===== src/rtl/div_issue_ctrl_if.sv =====
// Handshake and data bundle between the scheduler, the iterative divider and
// the writeback arbiter on one side and div_issue_ctrl on the other.
// The controller uses the slave view; the surrounding pipeline uses master.
interface div_issue_ctrl_if #(
    parameter int LG_W           = 5,
    parameter int LG_ROB_ENTRIES = 6,
    parameter int LG_PRF_ENTRIES = 7
);
    localparam int W = 1 << LG_W;

    // Scheduler -> queue
    logic                      enq_valid;
    logic                      enq_ready;
    logic [W-1:0]              enq_srcA;
    logic [W-1:0]              enq_srcB;
    logic                      enq_signed;
    logic                      enq_rem;
    logic [LG_ROB_ENTRIES-1:0] enq_rob_ptr;
    logic [LG_PRF_ENTRIES-1:0] enq_prf_ptr;

    // Controller -> divider
    logic                      start_div;
    logic [W-1:0]              div_srcA;
    logic [W-1:0]              div_srcB;
    logic                      div_is_signed;
    logic                      div_is_rem;
    logic [LG_ROB_ENTRIES-1:0] div_rob_ptr;
    logic [LG_PRF_ENTRIES-1:0] div_prf_ptr;

    // Divider -> controller
    logic                      div_complete;
    logic [2*W-1:0]            div_y;
    logic [LG_ROB_ENTRIES-1:0] div_rob_ptr_in;
    logic [LG_PRF_ENTRIES-1:0] div_prf_ptr_in;

    // Controller -> writeback arbiter
    logic                      wb_valid;
    logic                      wb_ack;
    logic [W-1:0]              wb_data;
    logic [LG_ROB_ENTRIES-1:0] wb_rob_ptr;
    logic [LG_PRF_ENTRIES-1:0] wb_prf_ptr;

    modport slave (
        input  enq_valid, enq_srcA, enq_srcB, enq_signed, enq_rem, enq_rob_ptr, enq_prf_ptr,
        output enq_ready,
        output start_div, div_srcA, div_srcB, div_is_signed, div_is_rem, div_rob_ptr, div_prf_ptr,
        input  div_complete, div_y, div_rob_ptr_in, div_prf_ptr_in,
        output wb_valid, wb_data, wb_rob_ptr, wb_prf_ptr,
        input  wb_ack
    );

    modport master (
        output enq_valid, enq_srcA, enq_srcB, enq_signed, enq_rem, enq_rob_ptr, enq_prf_ptr,
        input  enq_ready,
        input  start_div, div_srcA, div_srcB, div_is_signed, div_is_rem, div_rob_ptr, div_prf_ptr,
        output div_complete, div_y, div_rob_ptr_in, div_prf_ptr_in,
        input  wb_valid, wb_data, wb_rob_ptr, wb_prf_ptr,
        output wb_ack
    );
endinterface


===== src/rtl/div_issue_ctrl.sv =====
// Issue/retire controller for the iterative integer divider.
// Uops are queued in order, issued one at a time to the divider, and results
// are parked in a two-entry buffer for the writeback arbiter. A zero divisor
// never reaches the divider: its RISC-V result (all-ones quotient, dividend
// as remainder) is produced directly from the queue head.
module div_issue_ctrl #(
    parameter int LG_W           = 5,
    parameter int LG_Q           = 2,
    parameter int LG_ROB_ENTRIES = 6,
    parameter int LG_PRF_ENTRIES = 7
) (
    input  logic            clk,
    input  logic            reset,
    input  logic            flush,
    div_issue_ctrl_if.slave bus
);
    localparam int W = 1 << LG_W;
    localparam int Q = 1 << LG_Q;
    localparam logic [LG_Q:0] Q_FULL = (LG_Q+1)'(Q);

    typedef struct packed {
        logic [W-1:0]              srcA;
        logic [W-1:0]              srcB;
        logic                      is_signed;
        logic                      is_rem;
        logic [LG_ROB_ENTRIES-1:0] rob;
        logic [LG_PRF_ENTRIES-1:0] prf;
    } uop_t;

    typedef struct packed {
        logic [W-1:0]              data;
        logic [LG_ROB_ENTRIES-1:0] rob;
        logic [LG_PRF_ENTRIES-1:0] prf;
    } res_t;

    // Input queue state
    uop_t            w_q_ent [Q];
    logic [LG_Q-1:0] r_q_head;
    logic [LG_Q-1:0] r_q_tail;
    logic [LG_Q:0]   r_q_count;

    // Result buffer state
    res_t       w_rb_ent [2];
    logic       r_rb_head;
    logic       r_rb_tail;
    logic [1:0] r_rb_count;

    // Divider tracking: one op at most is in the divider; killed marks an op
    // whose result must be thrown away because a flush overtook it.
    logic r_inflight;
    logic r_killed;

    uop_t w_enq_uop;
    uop_t w_head;
    res_t w_rb_in;
    res_t w_rb_head;
    logic w_q_push;
    logic w_q_pop;
    logic w_can_issue;
    logic w_issue_div;
    logic w_issue_zero;
    logic w_cmp_push;
    logic w_rb_push;
    logic w_rb_pop;
    logic w_unused_div_y;

    assign w_enq_uop = {bus.enq_srcA, bus.enq_srcB, bus.enq_signed, bus.enq_rem,
                        bus.enq_rob_ptr, bus.enq_prf_ptr};
    assign w_head    = w_q_ent[r_q_head];
    assign w_rb_head = w_rb_ent[r_rb_head];

    // The divider result is double width; only the low half carries the answer.
    assign w_unused_div_y = &{1'b0, bus.div_y[2*W-1:W]};

    // enq_ready looks only at the registered count so it never waits on a pop.
    assign w_q_push = bus.enq_valid && bus.enq_ready && !flush;

    // Issue needs an idle divider and guaranteed room for the result. Both
    // paths share this gate, so a completion can never meet a full buffer.
    assign w_can_issue  = (r_q_count != '0) && !r_inflight && (r_rb_count < 2'd2) && !flush;
    assign w_issue_div  = w_can_issue && (w_head.srcB != '0);
    assign w_issue_zero = w_can_issue && (w_head.srcB == '0);
    assign w_q_pop      = w_can_issue;

    assign w_cmp_push = bus.div_complete && r_inflight && !r_killed && !flush;
    assign w_rb_push  = w_issue_zero || w_cmp_push;
    assign w_rb_pop   = (r_rb_count != 2'd0) && bus.wb_ack && !flush;

    // Select the result-buffer source: zero-divisor shortcut or divider return
    always_comb begin
        w_rb_in = {bus.div_y[W-1:0], bus.div_rob_ptr_in, bus.div_prf_ptr_in};
        if (w_issue_zero) begin
            w_rb_in = {(w_head.is_rem ? w_head.srcA : {W{1'b1}}), w_head.rob, w_head.prf};
        end
    end

    genvar gi;

    // Queue storage: one register slot per entry, written when it is the tail
    for (gi = 0; gi < Q; gi++) begin : g_q_ent
        uop_t r_ent;
        // Capture the incoming uop into this slot
        always_ff @(posedge clk) begin
            if (reset) begin
                r_ent <= '0;
            end else if (w_q_push && (r_q_tail == LG_Q'(gi))) begin
                r_ent <= w_enq_uop;
            end
        end
        assign w_q_ent[gi] = r_ent;
    end

    // Result buffer storage: two slots, written when it is the tail
    for (gi = 0; gi < 2; gi++) begin : g_rb_ent
        res_t r_ent;
        // Capture a finished result into this slot
        always_ff @(posedge clk) begin
            if (reset) begin
                r_ent <= '0;
            end else if (w_rb_push && (r_rb_tail == 1'(gi))) begin
                r_ent <= w_rb_in;
            end
        end
        assign w_rb_ent[gi] = r_ent;
    end

    // Queue pointers and occupancy; flush empties the queue
    always_ff @(posedge clk) begin
        if (reset || flush) begin
            r_q_head  <= '0;
            r_q_tail  <= '0;
            r_q_count <= '0;
        end else begin
            if (w_q_push) r_q_tail <= r_q_tail + LG_Q'(1);
            if (w_q_pop)  r_q_head <= r_q_head + LG_Q'(1);
            case ({w_q_push, w_q_pop})
                2'b10:   r_q_count <= r_q_count + (LG_Q+1)'(1);
                2'b01:   r_q_count <= r_q_count - (LG_Q+1)'(1);
                default: r_q_count <= r_q_count;
            endcase
        end
    end

    // Result buffer pointers and occupancy; flush empties the buffer
    always_ff @(posedge clk) begin
        if (reset || flush) begin
            r_rb_head  <= 1'b0;
            r_rb_tail  <= 1'b0;
            r_rb_count <= 2'd0;
        end else begin
            if (w_rb_push) r_rb_tail <= ~r_rb_tail;
            if (w_rb_pop)  r_rb_head <= ~r_rb_head;
            case ({w_rb_push, w_rb_pop})
                2'b10:   r_rb_count <= r_rb_count + 2'd1;
                2'b01:   r_rb_count <= r_rb_count - 2'd1;
                default: r_rb_count <= r_rb_count;
            endcase
        end
    end

    // Track the op in the divider; a flush while it runs marks it killed
    always_ff @(posedge clk) begin
        if (reset) begin
            r_inflight <= 1'b0;
            r_killed   <= 1'b0;
        end else begin
            if (bus.div_complete) begin
                r_inflight <= 1'b0;
                r_killed   <= 1'b0;
            end else if (w_issue_div) begin
                r_inflight <= 1'b1;
            end
            if (flush && r_inflight && !bus.div_complete) begin
                r_killed <= 1'b1;
            end
        end
    end

    // Completion must never find the result buffer full
    a_rb_space: assert property (@(posedge clk) disable iff (reset)
        !(bus.div_complete && r_inflight && !r_killed && !flush && (r_rb_count == 2'd2)));

    assign bus.enq_ready     = (r_q_count != Q_FULL);
    assign bus.start_div     = w_issue_div;
    assign bus.div_srcA      = w_head.srcA;
    assign bus.div_srcB      = w_head.srcB;
    assign bus.div_is_signed = w_head.is_signed;
    assign bus.div_is_rem    = w_head.is_rem;
    assign bus.div_rob_ptr   = w_head.rob;
    assign bus.div_prf_ptr   = w_head.prf;

    assign bus.wb_valid   = (r_rb_count != 2'd0);
    assign bus.wb_data    = w_rb_head.data;
    assign bus.wb_rob_ptr = w_rb_head.rob;
    assign bus.wb_prf_ptr = w_rb_head.prf;
endmodule


===== src/flat_wrapper.sv =====
// flat-port wrapper written by rule: the top's interface ports become plain ports
module div_issue_ctrl_flat 
#(
    parameter int LG_W           = 5,
    parameter int LG_Q           = 2,
    parameter int LG_ROB_ENTRIES = 6,
    parameter int LG_PRF_ENTRIES = 7
)
  (clk, reset, flush, bus_enq_valid, bus_enq_srcA, bus_enq_srcB, bus_enq_signed, bus_enq_rem, bus_enq_rob_ptr, bus_enq_prf_ptr, bus_enq_ready, bus_start_div, bus_div_srcA, bus_div_srcB, bus_div_is_signed, bus_div_is_rem, bus_div_rob_ptr, bus_div_prf_ptr, bus_div_complete, bus_div_y, bus_div_rob_ptr_in, bus_div_prf_ptr_in, bus_wb_valid, bus_wb_data, bus_wb_rob_ptr, bus_wb_prf_ptr, bus_wb_ack);
  div_issue_ctrl_if #(.LG_W(LG_W), .LG_ROB_ENTRIES(LG_ROB_ENTRIES), .LG_PRF_ENTRIES(LG_PRF_ENTRIES)) bus_i ();
  input  logic clk;
  input  logic reset;
  input  logic flush;
  input wire logic [$bits(bus_i.enq_valid)-1:0] bus_enq_valid;
  input wire logic [$bits(bus_i.enq_srcA)-1:0] bus_enq_srcA;
  input wire logic [$bits(bus_i.enq_srcB)-1:0] bus_enq_srcB;
  input wire logic [$bits(bus_i.enq_signed)-1:0] bus_enq_signed;
  input wire logic [$bits(bus_i.enq_rem)-1:0] bus_enq_rem;
  input wire logic [$bits(bus_i.enq_rob_ptr)-1:0] bus_enq_rob_ptr;
  input wire logic [$bits(bus_i.enq_prf_ptr)-1:0] bus_enq_prf_ptr;
  output wire logic [$bits(bus_i.enq_ready)-1:0] bus_enq_ready;
  output wire logic [$bits(bus_i.start_div)-1:0] bus_start_div;
  output wire logic [$bits(bus_i.div_srcA)-1:0] bus_div_srcA;
  output wire logic [$bits(bus_i.div_srcB)-1:0] bus_div_srcB;
  output wire logic [$bits(bus_i.div_is_signed)-1:0] bus_div_is_signed;
  output wire logic [$bits(bus_i.div_is_rem)-1:0] bus_div_is_rem;
  output wire logic [$bits(bus_i.div_rob_ptr)-1:0] bus_div_rob_ptr;
  output wire logic [$bits(bus_i.div_prf_ptr)-1:0] bus_div_prf_ptr;
  input wire logic [$bits(bus_i.div_complete)-1:0] bus_div_complete;
  input wire logic [$bits(bus_i.div_y)-1:0] bus_div_y;
  input wire logic [$bits(bus_i.div_rob_ptr_in)-1:0] bus_div_rob_ptr_in;
  input wire logic [$bits(bus_i.div_prf_ptr_in)-1:0] bus_div_prf_ptr_in;
  output wire logic [$bits(bus_i.wb_valid)-1:0] bus_wb_valid;
  output wire logic [$bits(bus_i.wb_data)-1:0] bus_wb_data;
  output wire logic [$bits(bus_i.wb_rob_ptr)-1:0] bus_wb_rob_ptr;
  output wire logic [$bits(bus_i.wb_prf_ptr)-1:0] bus_wb_prf_ptr;
  input wire logic [$bits(bus_i.wb_ack)-1:0] bus_wb_ack;
  assign bus_i.enq_valid = bus_enq_valid;
  assign bus_i.enq_srcA = bus_enq_srcA;
  assign bus_i.enq_srcB = bus_enq_srcB;
  assign bus_i.enq_signed = bus_enq_signed;
  assign bus_i.enq_rem = bus_enq_rem;
  assign bus_i.enq_rob_ptr = bus_enq_rob_ptr;
  assign bus_i.enq_prf_ptr = bus_enq_prf_ptr;
  assign bus_enq_ready = bus_i.enq_ready;
  assign bus_start_div = bus_i.start_div;
  assign bus_div_srcA = bus_i.div_srcA;
  assign bus_div_srcB = bus_i.div_srcB;
  assign bus_div_is_signed = bus_i.div_is_signed;
  assign bus_div_is_rem = bus_i.div_is_rem;
  assign bus_div_rob_ptr = bus_i.div_rob_ptr;
  assign bus_div_prf_ptr = bus_i.div_prf_ptr;
  assign bus_i.div_complete = bus_div_complete;
  assign bus_i.div_y = bus_div_y;
  assign bus_i.div_rob_ptr_in = bus_div_rob_ptr_in;
  assign bus_i.div_prf_ptr_in = bus_div_prf_ptr_in;
  assign bus_wb_valid = bus_i.wb_valid;
  assign bus_wb_data = bus_i.wb_data;
  assign bus_wb_rob_ptr = bus_i.wb_rob_ptr;
  assign bus_wb_prf_ptr = bus_i.wb_prf_ptr;
  assign bus_i.wb_ack = bus_wb_ack;
  div_issue_ctrl #(.LG_W(LG_W), .LG_Q(LG_Q), .LG_ROB_ENTRIES(LG_ROB_ENTRIES), .LG_PRF_ENTRIES(LG_PRF_ENTRIES)) u_core (.clk(clk), .reset(reset), .flush(flush), .bus(bus_i));
endmodule

===== config.mk =====
export PLATFORM = sky130hd
export DESIGN_NAME = div_issue_ctrl_flat
export DESIGN_NICKNAME = d
export VERILOG_FILES = /design/src/rtl/div_issue_ctrl_if.sv /design/src/rtl/div_issue_ctrl.sv /design/src/flat_wrapper.sv
export SDC_FILE = /design/constraint.sdc
export NUM_CORES = 1
export LEC_CHECK = 0
export ABC_AREA = 1
export CAP_MARGIN = 20
export CORE_ASPECT_RATIO = 0.7
export CORE_MARGIN = 2
export CORE_UTILIZATION = 59
export CTS_CLUSTER_SIZE = 30
export DETAILED_ROUTE_END_ITERATION = 8
export MAX_ROUTING_LAYER = met4
export PLACE_DENSITY = 0.86
export SYNTH_ARGS = -nofsm -noshare
export SYNTH_HDL_FRONTEND = slang
export SYNTH_SLANG_ARGS = --single-unit

===== constraint.sdc =====
create_clock -name clk -period 9.3 [get_ports clk]
set_clock_uncertainty 0.2 [all_clocks]
set_input_delay 2.79 -clock clk [delete_from_list [all_inputs] [get_ports clk]]
set_output_delay 2.79 -clock clk [all_outputs]
set_load 0.03 [all_outputs]

==> flow_summary_export.csv <==
group,metric,value,unit
status,outcome,"completed",
grt,grt_pass1_wl,94.21,mm
floorplan,ios,289,
yosys,syn-mean-instance-area,6.603,µm²
clock_network,cts_made_buffers,40,
yosys,synth-xor-area-share,0,
job,cap_violations,0,
critical_path,critPathMaxFanout,19,
cells_and_area,drive_above_1_share,0.03839,
timing,rsz0062_at_grt,"no",
critical_path,worstReg2RegStart,"u_core.r_q_head[1]",
route,drtPass1Iterations,6,
worst_hold_path,hp-start,"u_core.g_q_ent[0].r_ent[6]",
yosys,yosys.cell_types.count,27,
timing,setup_violations,0,
critical_path,crit_chain,"clkdlybuf4s50_1 -> nor4_2 -> buf_4 -> nand2_1 -> inv_1 -> clkdlybuf4s50_1",
worst_hold_path,whs_path_depth,2,
floorplan,initial_utilization,0.5964,
clock_network,clock_path_buffers,3,
timing,setup_tns,0,ns
timing,fin_crit_sh,0.8311,
floorplan,fp.dieW,219.7,µm
critical_path,r2r-end,"u_core.r_rb_count[1]",
timing,fmax,0.1294,GHz
critical_path,crit_slowest_cell,"clkdlybuf4s50_1",
route,drc,0,
power,seq_power_share,0.463,
yosys,synth-seq-cells,419,
route,vias,20298,
worst_hold_path,holdPathEnd,"u_core.g_q_ent[0].r_ent[6]",
power,switching_power,1.031,mW
critical_path,rrSetupSlack,4.30,ns
yosys,synth_top_family_by_area,"simple AND/OR/NAND/NOR gates",
timing,hold_viol,0,
floorplan,design.die.area,34040,µm²
yosys,ys.flop_type,"dfxtp_1",
critical_path,crit_required,6.31,ns
timing,finalCriticalPeriod,7.729,ns
worst_hold_path,min-delay-path-class,"reg2reg",
placement,globalplace.congestion,0.8542,
critical_path,critPathKind,"in2out",
yosys,syn-num-nets,3078,
critical_path,crit_path_start_kind,"input pin",
critical_path,cpMostUsedCell,"clkdlybuf4s50_1",
floorplan,die_y,155.0,µm
yosys,synth_most_common_cell,"nand2_1",
route,routedWlPerCell,17.44,µm
clock_network,cts_num_sinks,419,
route,first_iter_violations,3219,
yosys,synthCells,2909,
power,total_power,3.982,mW
yosys,synth-edff-count,0,
placement,dp.final_hpwl,35.00,mm
route,antenna_left,0,
grt,antenna_found_initial,3,
timing,worst_slew_pin_slew,1.131,ns
placement,port_buffers,256,
power,p_clk_frac,0.418,
floorplan,coreArea,32210,µm²
cells_and_area,final_nets,3164,
yosys,synth_simple_gate_area_frac,0.3288,
clock_network,cts_htree_levels,2,
cells_and_area,fillers,2583,
yosys,postSynth.asyncResetShare,0,
cells_and_area,fin_area,23000,µm²
placement,pre_cts_ws,1.588,ns
yosys,synth-compound-area-share,0.1484,
critical_path,reg2reg_depth,17,
yosys,synthTopCellsByArea,"dfxtp_1 44%, nand2_1 16%, nand3_1 9.6%",
clock_network,cts_root_buffer,"clkbuf_16",
yosys,yosysWarnings,0,
power,peakVddDrop,120.7,µV
clock_network,cts_setup_buffers,0,
clock_network,clk-insertion-delay-late,0.54,ns
yosys,syn_area,19210,µm²
power,switching_share,0.2589,
timing,layout_setup_ws,1.571,ns
critical_path,max_stage_delay,0.67,ns
route,routed_wl,60.22,mm
power,p_leak,9.050,nW
yosys,synth_largest_area_cell,"dfxtp_1",
grt,overflow,0,
floorplan,rows,55,
critical_path,crit_path_end_kind,"output pin",
clock_network,holdBufCountCts,0,
yosys,synthAdderAreaFrac,0.004950,
route,viasPerCell,5.878,
power,power_density,173.2,nW/µm²
power,p_int,2.951,mW
cells_and_area,synthToLayoutAreaGrowth,19.72,%
clock_network,cts_tree,"yes",
critical_path,arrival,4.74,ns
yosys,synthMuxAreaShare,0,
timing,maxSlewViolCount,0,
power,combPwrFrac,0.119,
clock_network,clkSlewWorstSetupHoldPaths,0.06,ns
grt,track_usage,0.3480,
clock_network,cts.repair.resized,0,
grt,grt_pass1_vias,19039,
timing,maxSlewHeadroom,0.2457,
yosys,ys_seq_area_frac,0.4367,
placement,placed_cell_area,21570,µm²
yosys,synth_common_cells,"832 x nand2_1, 419 x dfxtp_1, 369 x nand3_1",
yosys,synth_top_area_frac,0.4367,
grt,grt_max_degree,114,
## power by group through the flow
stage                     clock network, mW  registers, mW  logic (mW)
final                                  1.67           1.84       0.474
after global routing                   1.74           1.85       0.504
after CTS                              1.67           1.84       0.463
after detailed placement                  0           1.88       0.460
after global placement                    0           1.88       0.450
after floorplan                           0           1.88       0.268
## metrics by stage
step                  util  cells  hold slack (ns)
finish              0.7140   3453           0.2577
global route        0.7139   3452           0.2660
CTS                 0.7112   3445           0.2548
detailed placement  0.6699   3376           0.2460
global placement    0.6699   3376           0.2416
floorplan                -   2909           0.2303
## area by class of cell
type | count | area [µm²] | area share
Antenna cell | 4 | 10.01 | 0.0004353
Clock buffer | 62 | 1265 | 0.05501
Clock inverter | 7 | 65.06 | 0.002829
Inverter | 166 | 625.6 | 0.02720
Multi-Input combinational cell | 2086 | 9288 | 0.4039
Sequential cell | 419 | 8394 | 0.3650
Tap cell | 427 | 534.3 | 0.02323
Timing Repair Buffer | 282 | 2814 | 0.1224
## cells in the final DEF, fill, tap and decap left out, drive strengths merged, types with 4 or more instances in the layout
cell type	n
nand2	835
dfxtp	419
nand3	370
a21oi	342
nor2	312
clkdlybuf4s50	255
inv	166
o21ai	154
clkbuf	63
o22ai	33
buf	26
a32o	13
nand4	13
ha	6
diode	4
clkinv	4
## critical path, delay by kind of cell
family	cells	cell delay [ns]
simple gates	2	0.35
buf+inv	4	1.61
## worst max-delay path by stage
stage,start,to,depth (start not counted)
2_1_floorplan,flush,bus_start_div,4
3_3_place_gp,flush,bus_start_div,6
3_5_place_dp,flush,bus_start_div,6
4_1_cts,flush,bus_start_div,6
5_1_grt,flush,bus_start_div,6
6_report,flush,bus_start_div,6
## logic make-up (layout without fill, tap and decap cells)
family                   count (synthesis)  after routing
flip-flops                             419            419
AO/OA/AOI/OAI                          543            543
adder cells (fa/ha/maj)                  7              7
AND/OR/NAND/NOR                       1536           1536
buffers and inverters                  404            517
other                                    0              4
## state kept, by name, summed over array words and instances, names as in the netlist, 2 cells and up
register,cells
u_core.g_q_ent.r_ent,316
u_core.r_q_count,3
u_core.r_rb_count,2
u_core.r_q_head,2
u_core.g_rb_ent.r_ent,90
u_core.r_q_tail,2
## metal layers
layer | track usage | vias up | share of wire
met1 | 0.4365 | 9389 | 0.40
met4 | 0.1515 | 0 | 0.035
met2 | 0.5579 | 1149 | 0.47
li1 | - | 9584 | -
met3 | 0.05591 | 176 | 0.095
met5 | - | - | 0
Power figures use the tool's default switching activity.
